### config.mk
export PLATFORM = sky130hd
export DESIGN_NAME = divisor_secuencial
export DESIGN_NICKNAME = d
export VERILOG_FILES = /design/src/rtl/divisor_secuencial_pkg.sv /design/src/rtl/restador_div.sv /design/src/rtl/divisor_secuencial.sv
export SDC_FILE = /design/constraint.sdc
export NUM_CORES = 1
export LEC_CHECK = 0
export CAP_MARGIN = 20
export CORE_ASPECT_RATIO = 2
export CORE_MARGIN = 5
export CORE_UTILIZATION = 52
export CTS_CLUSTER_SIZE = 40
export DETAILED_ROUTE_END_ITERATION = 8
export GPL_TIMING_DRIVEN = 0
export PLACE_DENSITY = 0.79
export RECOVER_POWER = 25
export SYNTH_ARGS = -nofsm -noshare
export SYNTH_HDL_FRONTEND = slang
export SYNTH_HIERARCHICAL = 1
export SYNTH_SLANG_ARGS = --single-unit
### constraint.sdc
create_clock -name clk -period 4.25 [get_ports clk]
set_clock_uncertainty 0.05 [all_clocks]
set_input_delay 0.85 -clock clk [delete_from_list [all_inputs] [get_ports clk]]
set_output_delay 0.85 -clock clk [all_outputs]
set_load 0.02 [all_outputs]
### src/rtl/divisor_secuencial_pkg.sv
// Shared constants for the sequential divider and the control unit.
// Holds the default operand width, the divider state encoding and a helper
// that decodes the states in which the pipeline must stall.
package divisor_secuencial_pkg;

  localparam int ANCHO = 32;

  typedef enum logic [1:0] {
    IDLE   = 2'd0,
    DIVIDE = 2'd1,
    FIX    = 2'd2
  } estado_t;

  // The divider is busy in every state except IDLE.
  function automatic logic es_ocupado(input estado_t e);
    return (e == DIVIDE) || (e == FIX);
  endfunction

endpackage

### src/rtl/restador_div.sv
// Combinational ANCHO+1-bit trial subtractor for the restoring divider.
// Ports:
//   minuendo    - shifted partial remainder (ANCHO+1 bits)
//   sustraendo  - zero-extended divisor magnitude (ANCHO+1 bits)
//   diferencia  - low ANCHO bits of minuendo - sustraendo
//   no_negativo - 1 when the difference is >= 0 (trial subtraction succeeds)
module restador_div #(
  parameter int ANCHO = 32
) (
  input  logic [ANCHO:0]   minuendo,
  input  logic [ANCHO:0]   sustraendo,
  output logic [ANCHO-1:0] diferencia,
  output logic             no_negativo
);

  logic [ANCHO:0] dif_completa;

  // Both operands are below 2^(ANCHO+1) and the divisor below 2^ANCHO, so the
  // ANCHO+1-bit result never wraps: its MSB is a reliable sign bit.
  always_comb begin
    dif_completa = minuendo - sustraendo;
    diferencia   = dif_completa[ANCHO-1:0];
    no_negativo  = ~dif_completa[ANCHO];
  end

endmodule

### src/rtl/divisor_secuencial.sv
// Iterative restoring divider for DIV/DIVU: one quotient bit per clock.
// Ports:
//   clk, reset  - clock and asynchronous active-high reset
//   start       - request a division (honoured only in IDLE)
//   con_signo   - 1 = signed (DIV), 0 = unsigned (DIVU)
//   a, b        - dividend and divisor, sampled with start
//   busy        - high while a division is in flight
//   done        - one-cycle pulse when cociente/resto/div_cero update
//   cociente    - quotient (LO), held until the next done
//   resto       - remainder (HI), held until the next done
//   div_cero    - divisor was zero in the last completed operation
module divisor_secuencial #(
  parameter int ANCHO = divisor_secuencial_pkg::ANCHO
) (
  input  logic             clk,
  input  logic             reset,
  input  logic             start,
  input  logic             con_signo,
  input  logic [ANCHO-1:0] a,
  input  logic [ANCHO-1:0] b,
  output logic             busy,
  output logic             done,
  output logic [ANCHO-1:0] cociente,
  output logic [ANCHO-1:0] resto,
  output logic             div_cero
);

  import divisor_secuencial_pkg::*;

  localparam int CW = $clog2(ANCHO);

  function automatic logic [ANCHO-1:0] negar(input logic [ANCHO-1:0] v);
    return ~v + {{(ANCHO-1){1'b0}}, 1'b1};
  endfunction

  estado_t          estado, estado_sig;
  logic [CW-1:0]    contador;

  // Iteration datapath: partial remainder, dividend/quotient shift register,
  // divisor magnitude and the per-operation fix-up information.
  logic [ANCHO-1:0] rem, quot, divisor, a_raw;
  logic             signo_q, signo_r, zero_b;

  logic [ANCHO-1:0] mag_a, mag_b;
  logic [ANCHO:0]   desplazado;
  logic [ANCHO-1:0] diferencia;
  logic             no_negativo;

  // Magnitudes only differ from the raw operands in signed mode.
  always_comb begin
    mag_a = (con_signo && a[ANCHO-1]) ? negar(a) : a;
    mag_b = (con_signo && b[ANCHO-1]) ? negar(b) : b;
  end

  // {rem, quot} shifted left by one: the dividend MSB enters the remainder.
  assign desplazado = {rem, quot[ANCHO-1]};

  restador_div #(.ANCHO(ANCHO)) u_restador (
    .minuendo    (desplazado),
    .sustraendo  ({1'b0, divisor}),
    .diferencia  (diferencia),
    .no_negativo (no_negativo)
  );

  always_comb begin
    estado_sig = estado;
    case (estado)
      IDLE:    if (start) estado_sig = DIVIDE;
      DIVIDE:  if (contador == CW'(ANCHO - 1)) estado_sig = FIX;
      FIX:     estado_sig = IDLE;
      default: estado_sig = IDLE;
    endcase
  end

  assign busy = es_ocupado(estado);

  // Control state and architecturally visible results.
  always_ff @(posedge clk or posedge reset) begin
    if (reset) begin
      estado   <= IDLE;
      contador <= '0;
      done     <= 1'b0;
      cociente <= '0;
      resto    <= '0;
      div_cero <= 1'b0;
    end else begin
      estado <= estado_sig;
      done   <= 1'b0;
      case (estado)
        IDLE: begin
          if (start) contador <= '0;
        end
        DIVIDE: begin
          contador <= contador + 1'b1;
        end
        FIX: begin
          done     <= 1'b1;
          div_cero <= zero_b;
          // Division by zero reports all-ones and the untouched dividend,
          // independent of the sign fix-up.
          if (zero_b) begin
            cociente <= '1;
            resto    <= a_raw;
          end else begin
            cociente <= signo_q ? negar(quot) : quot;
            resto    <= signo_r ? negar(rem) : rem;
          end
        end
        default: ;
      endcase
    end
  end

  // Datapath registers carry no reset; they are always loaded on start
  // before being consumed.
  always_ff @(posedge clk) begin
    case (estado)
      IDLE: begin
        if (start) begin
          rem     <= '0;
          quot    <= mag_a;
          divisor <= mag_b;
          a_raw   <= a;
          signo_q <= con_signo & (a[ANCHO-1] ^ b[ANCHO-1]);
          signo_r <= con_signo & a[ANCHO-1];
          zero_b  <= (b == '0);
        end
      end
      DIVIDE: begin
        rem  <= no_negativo ? diferencia : desplazado[ANCHO-1:0];
        quot <= {quot[ANCHO-2:0], no_negativo};
      end
      default: ;
    endcase
  end

endmodule

==> results of run 1 <==
==> worst paths after layout <==
kind                           endpoint  slack (ns)  cells past startpoint
max in group asynchronous     resto[21]        0.68                      3
max                             rem[23]        0.27                     13
min in group asynchronous  cociente[17]        1.05                      2
min                           resto[14]        0.42                      2
min reg2reg                   resto[14]        0.42                      2
max reg2reg                     rem[23]        0.27                     13
==> power by group through the flow <==
stage,clock [W],sequential (W),combinational [W]
after CTS,0.00188,0.00341,0.00438
after global placement,0,0.00346,0.00421
after detailed placement,0,0.00345,0.00435
final,0.00187,0.00343,0.00437
after global routing,0.00196,0.00349,0.00484
after floorplan,0,0.00327,0.00332
==> metal layers <==
metal	wire (microns)	vias to the layer above
li1	-	5113
met3	1603	125
met2	20000	386
met1	11350	5008
met5	0	-
met4	2646	0
==> layout by cell type (no fill, tap or decap), types with 12 or more instances in the layout <==
cell type,count
nand2_1,98
mux2i_1,44
nor3_1,25
xor2_1,77
edfxtp_1,131
o21ai_0,90
nand3_1,34
or3_1,12
nor4_1,16
ha_1,41
dlygate4sd3_1,36
mux2_2,12
clkbuf_1,46
inv_1,63
o31ai_1,34
clkbuf_16,21
or4_1,12
xnor2_1,50
clkdlybuf4s50_1,98
o41ai_1,15
a21oi_1,97
nor2_1,129
nand4_1,18
dfrtp_1,73
nor2b_1,24
==> flip-flops by register name, summed over array words and instances, names as in the netlist, 2 cells and up <==
name	flops
quot	32
resto	32
contador	5
estado	2
rem	32
a_raw	32
divisor	32
cociente	32
==> layout make-up <==
cell class              instances  area (sq um)
diodes                          2         5.005
plain buffers                  60         250.2
clock buffers                  27         571.8
clock inverters                 9         115.1
fillers                      2029          9156
inverters                      65         245.2
multi-input cells             981          6482
flip-flops and latches        204          5761
well taps                     290         362.8
repair buffers                136          1374
==> kinds of logic (layout without fill, tap and decap cells) <==
kind of cell | Yosys count | after routing | synth area share
other cells | 1 | 3 | 0.0002944
buf+inv | 126 | 297 | 0.03881
simple gates | 425 | 425 | 0.1678
flops | 204 | 204 | 0.4523
xor+xnor | 127 | 127 | 0.08734
compound gates | 330 | 330 | 0.1664
mux | 56 | 56 | 0.04519
fa+ha+maj | 42 | 42 | 0.04185
==> metrics by stage <==
| step | cells | total power, W | cell area [sq um] | setup WS [ns] | util |
|---|---|---|---|---|---|
| after floorplan | 1311 | 0.006596 | 12740 | 0.8374 | - |
| after global placement | 1735 | 0.007667 | 14440 | -0.1255 | 0.5937 |
| after detailed placement | 1737 | 0.007798 | 14490 | -0.1604 | 0.5955 |
| after CTS | 1773 | 0.009668 | 15180 | 0.07975 | 0.6239 |
| after global routing | 1774 | 0.01029 | 15170 | 0.05458 | 0.6236 |
| final | 1774 | 0.009675 | 15170 | 0.2697 | 0.6236 |
==> worst min-delay path, cell delays in order, from the launching register on <==
cell and delay (ns):
edfxtp_1 0.32, a21oi_1 0.05, o21ai_0 0.06
==> what timing repair did <==
item | in CTS | in global routing
setup buffers | 0 | 0
gates resized for setup | 3 | 0
hold endpoints to repair | 0 | 0
endpoints found under the setup margin | 30 | 21
==> out/metrics.yaml, run 1 <==
synth:
  syn_avg_cell_area_sq_um: 9.715
  synth_ff_type: "edfxtp_1"
  synth_edf_count: 131
  syn-instance-count: 1311
  synthesis.nets: 1421
  async_reset_ff_frac: 0.3578
  yosysTopAreaCellShare: 0.3089
  ys_seq_area_frac: 0.4523
  synth_commonest_cells: "131 x edfxtp_1, 129 x nor2_1, 98 x nand2_1"
  synthTopCellsByArea: "edfxtp_1 31%, dfrtp_1 14%, xor2_1 5.3%, ha_1 4.0%, a21oi_1 3.8%"
  synth_cell_types: 77
  yosysWarnings: 6
  yosysMostFrequentCell: "edfxtp_1"
  netlist_area_sq_um: 12740
  synth_top_area_cell: "edfxtp_1"
  ys_ff_latch: 204
routing:
  wl_per_cell_microns: 20.06
  first_iter_violations: 759
  drt-total-wl_mm: 35.59
  vias: 10632
  via_per_inst: 5.993
  ant_nets: 0
  dr.pass1.iters: 5
  drc: 0
grt:
  globalRoute.busiestLayer: "met2"
  grt_pass1_wl_mm: 55.26
  grtUsageMet1: 0.2411
  grt_max_degree: 68
  globalRouteOverflowTotal: 0
  antenna_found_initial: 2
  use_met2: 0.4950
  grt_pass1_vias: 10761
  grt_use_met3: 0.02295
  globalRouteTotalUtil: 0.2535
worst_setup_path:
  slowest_stage: "edfxtp_1"
  crit_fanout: 10
  crit_chain: "inv_1, ha_1, fa_1, and2b_1, o211ai_1, a21oi_1, and2b_1, a221oi_4, nand3_1, o311a_1, clkbuf_2, mux2i_1, nor2_1"
  path_buf_inv: 2
  cp.required_ns: 4.45
  cp.arrival_ns: 4.18
  crit_family: "compound AO/OA/AOI/OAI gates"
  cpMostUsedCell: "and2b_1"
  worst_setup_path_end_kind: "register"
  start_kind: "register"
  reg2reg_from: "quot[31]"
  path_class: "reg2reg"
  cpPeakStageDelay_ns: 0.60
  crit_path_start: "quot[31]"
clock_network:
  clockBufferDepth: 3
  holdBufCountCts: 0
  cts_root_buf: "clkbuf_16"
  cts.sinks: 204
  clock_latency_ns: 0.53
  cts_buffers: 20
  cts-htree-levels: 1
  clkTransAtPathRegs_ns: 0.07
  cts_tree: "built"
worst_hold_path:
  min-delay-start: "a_raw[14]"
  worstHoldPathType: "reg2reg"
floorplanning:
  dieArea_sq_um: 27910
  die_h_microns: 231.3
  initial_utilization: 0.5236
  core_sq_um: 24320
  fp-row-count: 81
  pin_count: 135
  die_w_microns: 120.7
sta:
  fin_crit_sh: 0.9365
  finalHoldViolCount: 0
  fin_crit_ns: 3.980
  final_max_slew_viol_count: 109
  rsz0062_at_grt: "false"
  finalSetupTns_ns: 0
  timing.slew.headroom: -0.2682
  finalSetupViolCount: 0
  whs_ns: 0.4220
  max_slew.worst_pin.slew_ns: 1.899
  clock.fmax_mhz: 251.2
power:
  power_switching_w: 0.003997
  ir_drop_mv: 0.3303
  p_sw_frac: 0.4131
  p_clk_frac: 0.193
  seq_power_share: 0.355
  p_int_w: 0.005678
  p_leak_nw: 5.931
  comb_power_share: 0.452
  power_density_nw_per_um2: 637.9
flow_run:
  cap_violations: 2
place:
  place_congestion: 0.9609
  port_buffers: 134
  dp_hpwl_mm: 28.23
outcome:
  status: "finished with violations"
  violations: "max-capacitance violations, max-slew violations"
finish:
  final_nets: 1578
  drive_above_1_share: 0.05533
  area_growth_pct: 19.09
(Power assumes the default switching activity.)
==> run 2: changes to the inputs <==
- CORE_MARGIN: 5 -> 4
==> run 2 against run 1 <==
The flow still finishes with violations (max-capacitance violations, max-slew violations). Register-to-register slack worse by 0.06 ns. Core utilization is 0.57 points higher. Flip-flop and latch count stayed put. Setup slack worse by 0.064 ns. Via count is 0.60% higher. Wire length is 1.9% lower. Non-clock buffer count stayed put. Fmax is 1.6% lower. Power is 0.74% lower. First-iteration DRC count is 6.5% higher. Worst hold slack better by 0.0020 ns. Largest cell class unchanged.
==> out/metrics.yaml, run 2 (synthesized netlist as in run 1, its figures left out) <==
outcome:
  status: "finished with violations"
  violations: "max-capacitance violations, max-slew violations"
worst_setup_path:
  cpPeakStageDelay_ns: 0.60
  cp.arrival_ns: 4.23
  rr_worst_depth: 13
  worst_setup_path_end_kind: "register"
  r2r_end: "rem[27]"
  cp.required_ns: 4.43
  slowest_stage: "edfxtp_1"
  crit_fanout: 10
  crit_chain: "inv_1, ha_1, fa_1, and2b_1, o211ai_1, a21oi_1, and2b_1, a221oi_4, nand3_1, o311a_1, buf_2, mux2i_1, nor2_1"
  reg2reg_slack_ns: 0.21
  reg2reg_from: "quot[31]"
  path_class: "reg2reg"
  cpMostUsedCell: "and2b_1"
  start_kind: "register"
sta:
  fin_crit_ns: 4.044
  finalHoldViolCount: 0
  timing.slew.headroom: -0.05024
  clock.fmax_mhz: 247.3
  whs_ns: 0.4240
  final_max_slew_viol_count: 68
  finalSetupViolCount: 0
  max_slew.worst_pin.slew_ns: 1.575
  fin_crit_sh: 0.9516
  rsz0062_at_grt: "false"
worst_hold_path:
  min-delay-start: "a_raw[17]"
  holdPathEnd: "resto[17]"
  worstHoldPathType: "reg2reg"
  hold-path-cell-count: 2
floorplanning:
  initial_utilization: 0.5302
  dieArea_sq_um: 27210
  core_sq_um: 24020
  die_h_microns: 229.3
  die_w_microns: 118.7
  pin_count: 135
  fp-row-count: 80
grt:
  globalRouteTotalUtil: 0.2519
  globalRouteOverflowTotal: 0
  grt_pass1_wl_mm: 54.36
  grt_pass1_vias: 10566
  grt_max_degree: 68
  antenna_found_initial: 1
routing:
  drc: 0
  dr.pass1.iters: 5
  via_per_inst: 6.053
  drt-total-wl_mm: 34.92
  ant_nets: 0
  wl_per_cell_microns: 19.76
  vias: 10696
  first_iter_violations: 808
finish:
  fillers: 2010
  final_nets: 1577
  layout_common_cells: "131 x edfxtp_1, 129 x nor2_1, 99 x clkdlybuf4s50_1"
  drive_above_1_share: 0.05409
  area_growth_pct: 18.69
  layout_commonest_cell: "edfxtp_1"
power:
  p_leak_nw: 5.901
  power_density_nw_per_um2: 635.3
  p_total_w: 0.009603
  ir_drop_mv: 0.2821
clock_network:
  cts-htree-levels: 1
  cts.sinks: 204
  clock_latency_ns: 0.50
  cts_buffers: 19
  cts_root_buf: "clkbuf_16"
  clkTransAtPathRegs_ns: 0.07
  clockBufferDepth: 3
  cts_tree: "built"
place:
  port_buffers: 134
  place_congestion: 0.9339
  dp_hpwl_mm: 27.52
flow_run:
  cap_violations: 1
run 2: cell count changes in the layout (fill, tap and decap cells not counted), sizes merged:
cell / before / now
bufinv: 2 / 3
clkdlybuf4s50: 98 / 99
clkbuf: 73 / 68
dlygate4sd3: 36 / 35
buf: 15 / 16
clkinvlp: 2 / 3
diode: 2 / 1
dlymetal6s2s: 1 / 0
run 2: what timing repair did:
item                                   in CTS  in global routing
endpoints found under the hold margin       0                  0
gates resized for setup                     3                  1
hold buffers                                0                  0
setup endpoints to repair                  30                 29
setup buffers                               0                  0
gates cloned                                0                  0
run 2: stage by stage:
step	instances	util	cell area, sq um	setup TNS, ns	setup slack (ns)
after floorplan	1311	-	12740	0	0.8374
after global placement	1732	0.6009	14440	-0.6463	-0.06323
after detailed placement	1734	0.6031	14490	-3.608	-0.1939
after CTS	1767	0.6303	15140	0	0.04693
after global routing	1767	0.6292	15120	0	0.02960
final	1767	0.6292	15120	0	0.2058
run 2: area by class of cell:
type                    instances  area, sq um  area share
multi-input cells             981         6482      0.4289
clock inverters                11        131.4    0.008691
diodes                          1        2.502   0.0001655
well taps                     287        359.1     0.02376
plain buffers                  60        250.2     0.01655
repair buffers                136         1366     0.09039
inverters                      65        245.2     0.01622
flip-flops and latches        204         5761      0.3811
clock buffers                  22        518.0     0.03427
run 2: worst max path at each step:
stage / from / end / slack, ns / cells past startpoint
CTS: quot[31] / rem[27] / 0.05 / 14
floorplan: rem[9] / rem[10] / 0.84 / 12
finish: quot[31] / rem[27] / 0.21 / 13
global route: quot[31] / rem[9] / 0.03 / 13
global placement: quot[31] / rem[29] / -0.06 / 14
detailed placement: quot[31] / rem[27] / -0.19 / 14
run 2: report_power, final:
| group | internal (W) | leakage (nW) | switching (W) |
|---|---|---|---|
| sequential | 0.00287 | 2.30 | 0.000561 |
| clock | 0.00106 | 0.314 | 0.000763 |
| combinational | 0.00173 | 3.29 | 0.00262 |
| total | 0.00566 | 5.90 | 0.00395 |
run 2: critical path, delay by kind of cell, from the launching register on:
family / cells / cell delay [ns]
buf+inv: 2 / 0.50
mux: 1 / 0.24
simple gates: 4 / 0.71
compound gates: 4 / 1.00
fa+ha+maj: 2 / 0.66
flops: 1 / 0.60
run 2: per-layer routing:
| layer | part of all wire | vias up | global-route usage |
|---|---|---|---|
| li1 | - | 5103 | - |
| met1 | 0.33 | 5096 | 0.2387 |
| met2 | 0.56 | 377 | 0.4963 |
| met3 | 0.045 | 120 | 0.02617 |
| met4 | 0.068 | 0 | 0.1647 |
| met5 | 0 | - | 0 |
